<file path="src/rtl/score_pkg.sv">
// Shared event codes, game status encoding and BCD digit type.
package score_pkg;

  localparam logic [7:0] EV_WALL       = 8'h01;
  localparam logic [7:0] EV_ENEMY      = 8'h02;
  localparam logic [7:0] EV_HIT        = 8'h03;
  localparam logic [7:0] EV_BONUS      = 8'h04;
  localparam logic [7:0] EV_LEVEL_DONE = 8'h05;
  localparam logic [7:0] EV_NONE       = 8'hFF;

  typedef enum logic [1:0] {
    PLAYING      = 2'd0,
    HIT_COOLDOWN = 2'd1,
    GAME_OVER    = 2'd2,
    WIN          = 2'd3
  } status_t;

  typedef logic [3:0] bcd_digit_t;

endpackage

</file>
<file path="src/rtl/score_status_tracker_if.sv">
// Event input / status output bundle between the priority selector,
// the tracker and the display/screen logic.
interface score_status_tracker_if;
  logic [7:0]  event_code;
  logic        event_dr;
  logic        restart;
  logic [15:0] score_bcd;
  logic [3:0]  lives;
  logic        hit_flash;
  logic        game_over;
  logic        win;
  logic        event_ack;

  // Event source side
  modport master (
    output event_code, event_dr, restart,
    input  score_bcd, lives, hit_flash, game_over, win, event_ack
  );

  // Tracker side
  modport slave (
    input  event_code, event_dr, restart,
    output score_bcd, lives, hit_flash, game_over, win, event_ack
  );
endinterface

</file>
<file path="src/rtl/bcd_add_sat.sv">
// 4-digit BCD plus one BCD digit placed at digit position pos_i,
// ripple carry per digit, saturating at 9999 on carry out of thousands.
module bcd_add_sat
  import score_pkg::*;
(
  input  logic [15:0] a_i,
  input  bcd_digit_t  addend_i,
  input  logic [1:0]  pos_i,
  output logic [15:0] sum_o
);

  logic [15:0] raw;
  logic [4:0]  t;
  logic        c;

  // Digit-serial ripple add; a carry out of the top digit forces 9999
  always_comb begin
    raw = '0;
    t   = '0;
    c   = 1'b0;
    for (int i = 0; i < 4; i++) begin
      t = {1'b0, a_i[4*i +: 4]} + {4'd0, c} +
          ((pos_i == i[1:0]) ? {1'b0, addend_i} : 5'd0);
      c = (t > 5'd9);
      raw[4*i +: 4] = c ? 4'(t - 5'd10) : t[3:0];
    end
    sum_o = c ? 16'h9999 : raw;
  end

endmodule

</file>
<file path="src/rtl/score_status_tracker.sv">
// Game score / lives keeper and status FSM fed by the arbitrated event stream.
module score_status_tracker
  import score_pkg::*;
#(
  parameter int LIVES_INIT      = 3,
  parameter int LIVES_MAX       = 9,
  parameter int COOLDOWN_CYCLES = 50_000_000
) (
  input  logic                  clk,
  input  logic                  reset,
  score_status_tracker_if.slave bus
);

  localparam int            CW        = (COOLDOWN_CYCLES > 1) ? $clog2(COOLDOWN_CYCLES) : 1;
  localparam logic [CW-1:0] CNT_LOAD  = CW'(COOLDOWN_CYCLES - 1);
  localparam logic [3:0]    LIVES_RST = 4'(LIVES_INIT);
  localparam logic [3:0]    LIVES_TOP = 4'(LIVES_MAX);

  status_t       state_q, state_d;
  logic [15:0]   score_q, score_d;
  logic [3:0]    lives_q, lives_d;
  logic [CW-1:0] cnt_q,   cnt_d;
  logic          ack_q,   ack_d;

  logic [15:0]   score_inc;
  logic [1:0]    add_pos;
  logic          active;

  // ENEMY adds one at the tens digit, everything else at units
  assign add_pos = (bus.event_code == EV_ENEMY) ? 2'd1 : 2'd0;

  bcd_add_sat u_add (
    .a_i      (score_q),
    .addend_i (4'd1),
    .pos_i    (add_pos),
    .sum_o    (score_inc)
  );

  assign active = (state_q == PLAYING) || (state_q == HIT_COOLDOWN);

  // Next-state: cooldown tick first, then event (may override to WIN/GAME_OVER),
  // restart only honoured in the terminal states and drops any same-cycle event
  always_comb begin
    state_d = state_q;
    score_d = score_q;
    lives_d = lives_q;
    cnt_d   = cnt_q;
    ack_d   = 1'b0;

    if (state_q == HIT_COOLDOWN) begin
      if (cnt_q == '0) state_d = PLAYING;
      else             cnt_d   = cnt_q - CW'(1);
    end

    if (active && bus.event_dr) begin
      case (bus.event_code)
        EV_WALL, EV_ENEMY: begin
          score_d = score_inc;
          ack_d   = 1'b1;
        end
        EV_HIT: begin
          // invulnerable while cooling down: no loss, no ack
          if (state_q == PLAYING) begin
            ack_d = 1'b1;
            if (lives_q > 4'd1) begin
              lives_d = lives_q - 4'd1;
              cnt_d   = CNT_LOAD;
              state_d = HIT_COOLDOWN;
            end else begin
              lives_d = 4'd0;
              state_d = GAME_OVER;
            end
          end
        end
        EV_BONUS: begin
          lives_d = (lives_q >= LIVES_TOP) ? LIVES_TOP : lives_q + 4'd1;
          ack_d   = 1'b1;
        end
        EV_LEVEL_DONE: begin
          state_d = WIN;
          ack_d   = 1'b1;
        end
        EV_NONE: ;
        default: ;
      endcase
    end

    if (!active && bus.restart) begin
      state_d = PLAYING;
      score_d = '0;
      lives_d = LIVES_RST;
      cnt_d   = '0;
    end
  end

  // State registers with synchronous reset
  always_ff @(posedge clk) begin
    if (reset) begin
      state_q <= PLAYING;
      score_q <= '0;
      lives_q <= LIVES_RST;
      cnt_q   <= '0;
      ack_q   <= 1'b0;
    end else begin
      state_q <= state_d;
      score_q <= score_d;
      lives_q <= lives_d;
      cnt_q   <= cnt_d;
      ack_q   <= ack_d;
    end
  end

  assign bus.score_bcd = score_q;
  assign bus.lives     = lives_q;
  assign bus.hit_flash = (state_q == HIT_COOLDOWN);
  assign bus.game_over = (state_q == GAME_OVER);
  assign bus.win       = (state_q == WIN);
  assign bus.event_ack = ack_q;

endmodule
</file>
<file path="src/flat_wrapper.sv">
// flat-port wrapper written by rule: the top's interface ports become plain ports
module score_status_tracker_flat import score_pkg::*;
#(
  parameter int LIVES_INIT      = 3,
  parameter int LIVES_MAX       = 9,
  parameter int COOLDOWN_CYCLES = 50_000_000
)
  (clk, reset, bus_event_code, bus_event_dr, bus_restart, bus_score_bcd, bus_lives, bus_hit_flash, bus_game_over, bus_win, bus_event_ack);
  score_status_tracker_if bus_i ();
  input  logic clk;
  input  logic reset;
  input wire logic [$bits(bus_i.event_code)-1:0] bus_event_code;
  input wire logic [$bits(bus_i.event_dr)-1:0] bus_event_dr;
  input wire logic [$bits(bus_i.restart)-1:0] bus_restart;
  output wire logic [$bits(bus_i.score_bcd)-1:0] bus_score_bcd;
  output wire logic [$bits(bus_i.lives)-1:0] bus_lives;
  output wire logic [$bits(bus_i.hit_flash)-1:0] bus_hit_flash;
  output wire logic [$bits(bus_i.game_over)-1:0] bus_game_over;
  output wire logic [$bits(bus_i.win)-1:0] bus_win;
  output wire logic [$bits(bus_i.event_ack)-1:0] bus_event_ack;
  assign bus_i.event_code = bus_event_code;
  assign bus_i.event_dr = bus_event_dr;
  assign bus_i.restart = bus_restart;
  assign bus_score_bcd = bus_i.score_bcd;
  assign bus_lives = bus_i.lives;
  assign bus_hit_flash = bus_i.hit_flash;
  assign bus_game_over = bus_i.game_over;
  assign bus_win = bus_i.win;
  assign bus_event_ack = bus_i.event_ack;
  score_status_tracker #(.LIVES_INIT(LIVES_INIT), .LIVES_MAX(LIVES_MAX), .COOLDOWN_CYCLES(COOLDOWN_CYCLES)) u_core (.clk(clk), .reset(reset), .bus(bus_i));
endmodule
</file>
<file path="config.mk">
export PLATFORM = sky130hd
export DESIGN_NAME = score_status_tracker_flat
export DESIGN_NICKNAME = d
export VERILOG_FILES = /design/src/rtl/score_pkg.sv /design/src/rtl/score_status_tracker_if.sv /design/src/rtl/bcd_add_sat.sv /design/src/rtl/score_status_tracker.sv /design/src/flat_wrapper.sv
export SDC_FILE = /design/constraint.sdc
export NUM_CORES = 1
export LEC_CHECK = 0
export ABC_AREA = 1
export BUFFER_PORTS_ARGS = -buffer_cell sky130_fd_sc_hd__buf_2
export CORE_MARGIN = 4
export CORE_UTILIZATION = 40
export CTS_CLUSTER_SIZE = 14
export DETAILED_ROUTE_END_ITERATION = 12
export PLACE_DENSITY_LB_ADDON = 0.08
export SYNTH_ARGS = -nofsm -noshare
export SYNTH_HDL_FRONTEND = slang
export SYNTH_SLANG_ARGS = --single-unit
</file>
<file path="constraint.sdc">
create_clock -name clk -period 11.2 [get_ports clk]
set_input_delay 0.56 -clock clk [delete_from_list [all_inputs] [get_ports clk]]
set_output_delay 0.56 -clock clk [all_outputs]
set_load 0.005 [all_outputs]
</file>
==> results of run 1 <==
==> kinds of logic (layout without fill, tap and decap cells) <==
group | after synthesis | after routing | synth area share [%]
AND/OR/NAND/NOR | 285 | 285 | 39.0
AO/OA/AOI/OAI | 57 | 57 | 9.28
buffers and inverters | 92 | 122 | 11.7
flip-flops | 49 | 49 | 29.8
XOR/XNOR | 16 | 16 | 4.26
adder cells (fa/ha/maj) | 15 | 15 | 5.94
==> state kept, by name, indices dropped and copies added (netlist names) <==
name                  count
u_core.bus.event_ack      1
u_core.bus.lives          4
u_core.bus.score_bcd     16
u_core.cnt_q             26
u_core.state_q            2
==> routing by layer <==
layer	global-route usage (%)	vias to the layer above	share of wire, %
met5	0	-	0
met4	3.78	0	0.78
met3	2.76	5	3.9
met2	29.8	69	47
met1	23.0	1448	48
li1	-	1714	-
==> cell type report <==
class	count	area (µm²)
well taps	102	128
repair buffers	36	183
inverters	79	298
clock buffers	7	86.3
fillers	874	4250
flip-flops and latches	49	981
multi-input cells	373	1920
==> path summary, 6_finish.rpt <==
| kind | end | cells after the start | slack (ns) |
|---|---|---|---|
| setup / recovery | u_core.bus.score_bcd[5]$_SDFFE_PP0P_ | 34 | 5.09 |
| hold / removal | u_core.cnt_q[0]$_SDFF_PP0_ | 2 | 0.50 |
| setup reg to reg | u_core.bus.score_bcd[5]$_SDFFE_PP0P_ | 30 | 5.68 |
| hold reg to reg | u_core.cnt_q[0]$_SDFF_PP0_ | 2 | 0.50 |
==> worst reg2reg max path: cells and delay by family (launching register included) <==
family                   cells  cell delay (ns)
adder cells (fa/ha/maj)      9             2.02
AND/OR/NAND/NOR             13             1.88
AO/OA/AOI/OAI                1             0.16
buffers and inverters        3             0.25
XOR/XNOR                     4             0.81
flip-flops                   1             0.34
==> power groups by stage <==
stage / combinational (mW) / clock [mW] / sequential (mW)
floorplan: 0.0117 / 0 / 0.179
global placement: 0.0171 / 0 / 0.179
detailed placement: 0.0172 / 0 / 0.179
CTS: 0.0172 / 0.114 / 0.175
global route: 0.0193 / 0.119 / 0.175
finish: 0.0172 / 0.109 / 0.175
==> cells in the mapped netlist, types with 6 or more instances <==
library cell and number:
nand2_1 106, nor2_1 78, inv_1 71, nand3_1 61, dfxtp_1 49, o21ai_0 24
a21oi_1 18, nand4_1 16, ha_1 14, xnor2_1 11, nor3_1 7, nor2_2 6
==> metrics by stage <==
step / instance area [µm²] / std cells
3_3_place_gp: 3510 / 639
5_1_grt: 3600 / 646
2_1_floorplan: 3290 / 514
3_5_place_dp: 3510 / 639
4_1_cts: 3600 / 646
6_report: 3600 / 646
==> flow_metrics.env, run 1 <==
export IMPL_fin_setup_tns_ns=0
export IMPL_root_buffer="clkbuf_8"
export IMPL_worstPathMaxFanout=11
export IMPL_die_h_um=98.7
export IMPL_synth_edf_count=0
export IMPL_arrival_ns=6.33
export IMPL_cpMostUsedCell="nand2_1"
export IMPL_clkLatencyLatePin_ns=0.30
export IMPL_row_count=32
export IMPL_numCtsBuffers=5
export IMPL_finalCritPeriodShare_pct=54.5
export IMPL_final_layout_size_suffix_gt1_share_pct=11.4
export IMPL_boundaryPins=36
export IMPL_io_buffers=35
export IMPL_finClkSkew_ns=0.00959
export IMPL_synth_warnings=0
export IMPL_p_int_mw=0.229
export IMPL_post_cts_resized=0
export IMPL_async_reset_ff_share_pct=0
export IMPL_synth_area_leader_cell="dfxtp_1"
export IMPL_clock_power_share_pct=36.1
export IMPL_hp_start="u_core.cnt_q[0]$_SDFF_PP0_"
export IMPL_grt_pass1_vias=3010
export IMPL_clock_sinks=49
export IMPL_max_freq_ghz=0.164
export IMPL_maxCapViolCount=0
export IMPL_reg2reg_from="u_core.bus.score_bcd[0]$_SDFFE_PP0P_"
export IMPL_total_power_mw=0.301
export IMPL_finalHoldViolations=0
export IMPL_crit_start="bus_event_code[3]"
export IMPL_crit_slowest_cell="nor2_1"
export IMPL_combPwrFrac_pct=5.7
export IMPL_clk_pin_slew_ns=0.09
export IMPL_place_gp_congestion=0.836
export IMPL_final_max_slew_viol_count=0
export IMPL_cp_top_family="simple AND/OR/NAND/NOR gates"
export IMPL_area_growth_pct=9.44
export IMPL_viasPerCell=5.01
export IMPL_core_area_um2=7850
export IMPL_grt_max_degree=33
export IMPL_synth_seq_area_share_pct=29.8
export IMPL_setup_slack_ns=5.09
export IMPL_slowest_delay_ns=0.62
export IMPL_leakagePower_nw=1.92
export IMPL_die_area_um2=9730
export IMPL_final_util_pct=45.9
export IMPL_worst_setup_path_start_kind="input pin"
export IMPL_post_cts_setup_buffers=0
export IMPL_syn_inst=514
export IMPL_worst_pin_slew_ns=0.792
export IMPL_synth_cell_types=35
export IMPL_layout_commonest_cell="nand2_1"
export IMPL_final_cell_mix="106 x nand2_1, 78 x nor2_1, 71 x inv_1, 61 x nand3_1, 49 x dfxtp_1"
export IMPL_max_slew_margin_pct=47.0
export IMPL_endpoint_kind="flop"
export IMPL_setup_viol=0
export IMPL_nets=571
export IMPL_start_util_pct=41.9
export IMPL_die_width_um=98.7
export IMPL_hold_slack_ns=0.503
export IMPL_synth_seq_cells=49
export IMPL_wl_per_cell_um=12.9
export IMPL_critical_path_class="in -> reg"
export IMPL_grt_overflow_total=0
export IMPL_antenna_found_initial=0
export IMPL_postSynthAreaPerCell_um2=6.40
export IMPL_grt_usage_pct=17.4
export IMPL_yosys_top_cells_area="dfxtp_1 30%, nand2_1 12%, nand3_1 9.3%"
export IMPL_grt_pass1_wl_mm=14.1
export IMPL_syn_num_nets=541
export IMPL_drtIter0Drc=115
export IMPL_drt_pass1_iter_count=4
export IMPL_clockBufferDepth=2
export IMPL_ys_flop_type="dfxtp_1"
export IMPL_syn_area_um2=3290
export IMPL_p_seq_share_pct=58.2
export IMPL_vdd_ir_drop_max_mv=0.0503
export IMPL_totalWireLength_mm=8.32
export IMPL_grt_setup_unrepaired="false"
export IMPL_cts_tree="built"
export IMPL_status="complete, no violations"
export IMPL_ant_nets=0
export IMPL_synth_top_cell_area_share_pct=29.8
export IMPL_crit_buf_inv=4
export IMPL_vias=3236
export IMPL_switching_share_pct=23.9
export IMPL_antennaDiodeCount=0
export IMPL_p_per_area_nw_per_um2=83.6
export IMPL_drc=0
export IMPL_min_path_type="reg -> reg"
export IMPL_pre_cts_slack_ns=4.82
export IMPL_dpl_hpwl_mm=6.19
export IMPL_finalCriticalPeriod_ns=6.11
export IMPL_cts_max_level=2
export IMPL_required_ns=11.42
export IMPL_cts_hold_buffers_added=0
export IMPL_netSwitchingPower_mw=0.0718
No activity file was read; power rests on OpenSTA's default activity.
==> inputs of run 2 (changes only) <==
==> constraint.sdc (replaced) <==
create_clock -name clk -period 5.7 [get_ports clk]
set_input_delay 0.285 -clock clk [delete_from_list [all_inputs] [get_ports clk]]
set_output_delay 0.285 -clock clk [all_outputs]
set_load 0.005 [all_outputs]
==> run 2 against run 1 <==
Effect of this change:
- final area is 1.1% higher
- via count increased by 0.71%
- utilization rose by 0.49 points
==> flow_metrics.env, run 2 (synthesis gave the netlist of run 1 again) <==
export IMPL_row_count=32
export IMPL_fin_cells=649
export IMPL_die_area_um2=9730
export IMPL_finalCritPeriodShare_pct=92.0
export IMPL_vias=3259
export IMPL_r2r_slack_ns=0.71
export IMPL_ant_nets=0
export IMPL_cts_max_level=2
export IMPL_die_h_um=98.7
export IMPL_slowest_delay_ns=0.35
export IMPL_crit_start="bus_event_code[3]"
export IMPL_hp_start="reset"
export IMPL_min_path_type="in -> reg"
export IMPL_crit_slowest_cell="fa_1"
export IMPL_antenna_found_initial=0
export IMPL_cts_hold_buffers_added=0
export IMPL_drt_pass1_iter_count=5
export IMPL_root_buffer="clkbuf_8"
export IMPL_r2r_end="u_core.bus.score_bcd[9]$_SDFFE_PP0P_"
export IMPL_place_gp_congestion=0.839
export IMPL_grt_pass1_wl_mm=13.5
export IMPL_drtIter0Drc=121
export IMPL_boundaryPins=36
export IMPL_total_power_mw=0.589
export IMPL_viasPerCell=5.02
export IMPL_nFillCells=851
export IMPL_holdPathEnd="u_core.bus.event_ack$_SDFF_PP0_"
export IMPL_clkLatencyLatePin_ns=0.30
export IMPL_dpl_hpwl_mm=5.96
export IMPL_grt_overflow_total=0
export IMPL_clk_pin_slew_ns=0.09
export IMPL_layout_commonest_cell="nand2_1"
export IMPL_arrival_ns=5.46
export IMPL_max_freq_ghz=0.191
export IMPL_cpMostUsedCell="nand2_1"
export IMPL_max_slew_margin_pct=51.6
export IMPL_finClkSkew_ns=0.00660
export IMPL_crit_buf_inv=5
export IMPL_leakagePower_nw=1.94
export IMPL_final_cell_mix="105 x nand2_1, 78 x nor2_1, 71 x inv_1, 61 x nand3_1, 49 x dfxtp_1"
export IMPL_place_area_um2=3530
export IMPL_p_per_area_nw_per_um2=162
export IMPL_final_max_slew_viol_count=0
export IMPL_grt_usage_pct=16.4
export IMPL_nets=574
export IMPL_finalCriticalPeriod_ns=5.24
export IMPL_grt_max_degree=33
export IMPL_worstPathMaxFanout=6
export IMPL_grt_pass1_vias=2966
export IMPL_cts_tree="built"
export IMPL_start_util_pct=41.9
export IMPL_clockBufferDepth=2
export IMPL_endpoint_kind="flop"
export IMPL_wl_per_cell_um=12.2
export IMPL_die_width_um=98.7
export IMPL_grt_setup_unrepaired="false"
export IMPL_status="complete, no violations"
export IMPL_maxCapViolCount=0
export IMPL_worst_pin_slew_ns=0.725
export IMPL_largest_register="u_core.cnt_q"
export IMPL_totalWireLength_mm=7.90
export IMPL_required_ns=5.91
export IMPL_clock_sinks=49
export IMPL_critical_path_class="in -> reg"
export IMPL_cp_top_family="adder cells"
export IMPL_area_growth_pct=10.6
export IMPL_vdd_ir_drop_max_mv=0.0813
export IMPL_worst_setup_path_start_kind="input pin"
export IMPL_final_area_um2=3640
export IMPL_core_area_um2=7850
export IMPL_largest_register_ff_count=26
export IMPL_dp_cells=641
export IMPL_setup_viol=0
export IMPL_final_layout_size_suffix_gt1_share_pct=12.2
export IMPL_finalHoldViolations=0
export IMPL_drc=0
export IMPL_antennaDiodeCount=0
export IMPL_reg2reg_from="u_core.bus.score_bcd[0]$_SDFFE_PP0P_"
export IMPL_reg2regPathDepth=31
export IMPL_numCtsBuffers=5
export IMPL_io_buffers=35
export IMPL_whs_path_depth=3
==> run 2: how the worst max path moves through the flow <==
stage,end,slack (ns),cells past startpoint
final,u_core.bus.score_bcd[9]$_SDFFE_PP0P_,0.46,35
after global routing,u_core.bus.score_bcd[9]$_SDFFE_PP0P_,0.01,35
after CTS,u_core.bus.score_bcd[9]$_SDFFE_PP0P_,0.32,36
after detailed placement,u_core.bus.score_bcd[9]$_SDFFE_PP0P_,-0.007,36
after global placement,u_core.bus.score_bcd[13]$_SDFFE_PP0P_,0.30,36
after floorplan,u_core.bus.score_bcd[10]$_SDFFE_PP0P_,0.72,35
==> run 2: report_power, final <==
group / internal (mW) / switching (mW)
logic: 0.0105 / 0.0234
clock network: 0.0966 / 0.114
registers: 0.343 / 0.000856
total: 0.450 / 0.139
==> run 2: per-layer routing <==
layer | up-vias | routed length (µm) | track usage (%)
li1 | 1724 | - | -
met1 | 1458 | 3800 | 21.4
met2 | 64 | 3700 | 27.5
met3 | 13 | 269 | 3.18
met4 | 0 | 127 | 5.04
met5 | - | 0 | 0
==> run 2: final cells by class <==
type | instances | area [µm²] | area share (%)
clock buffer | 7 | 86.3 | 2.37
sequential | 49 | 981 | 27.0
timing repair buffer | 39 | 205 | 5.64
tap | 102 | 128 | 3.51
inverter | 79 | 298 | 8.19
multi-input combinational | 373 | 1940 | 53.3
==> run 2: timing repair <==
item | 4_1_cts | 5_1_grt
gates resized for setup | 0 | 3
endpoints found under the setup margin | 0 | 14
setup buffers | 0 | 1
==> run 2: through the flow <==
stage / hold WS [ns] / TNS [ns] / setup WS (ns) / util, %
3_5_place_dp: 0.490 / -0.00651 / -0.00651 / 44.9
3_3_place_gp: 0.489 / 0 / 0.299 / 44.9
6_report: 0.244 / 0 / 0.458 / 46.3
4_1_cts: 0.235 / 0 / 0.325 / 46.0
5_1_grt: 0.256 / 0 / 0.0114 / 46.3
2_1_floorplan: 0.443 / 0 / 0.723 / -
==> run 2: worst min-delay path, delay by kind of cell <==
kind / cells / cell delay [ns]
buffers and inverters: 2 / 0.12
AND/OR/NAND/NOR: 1 / 0.09
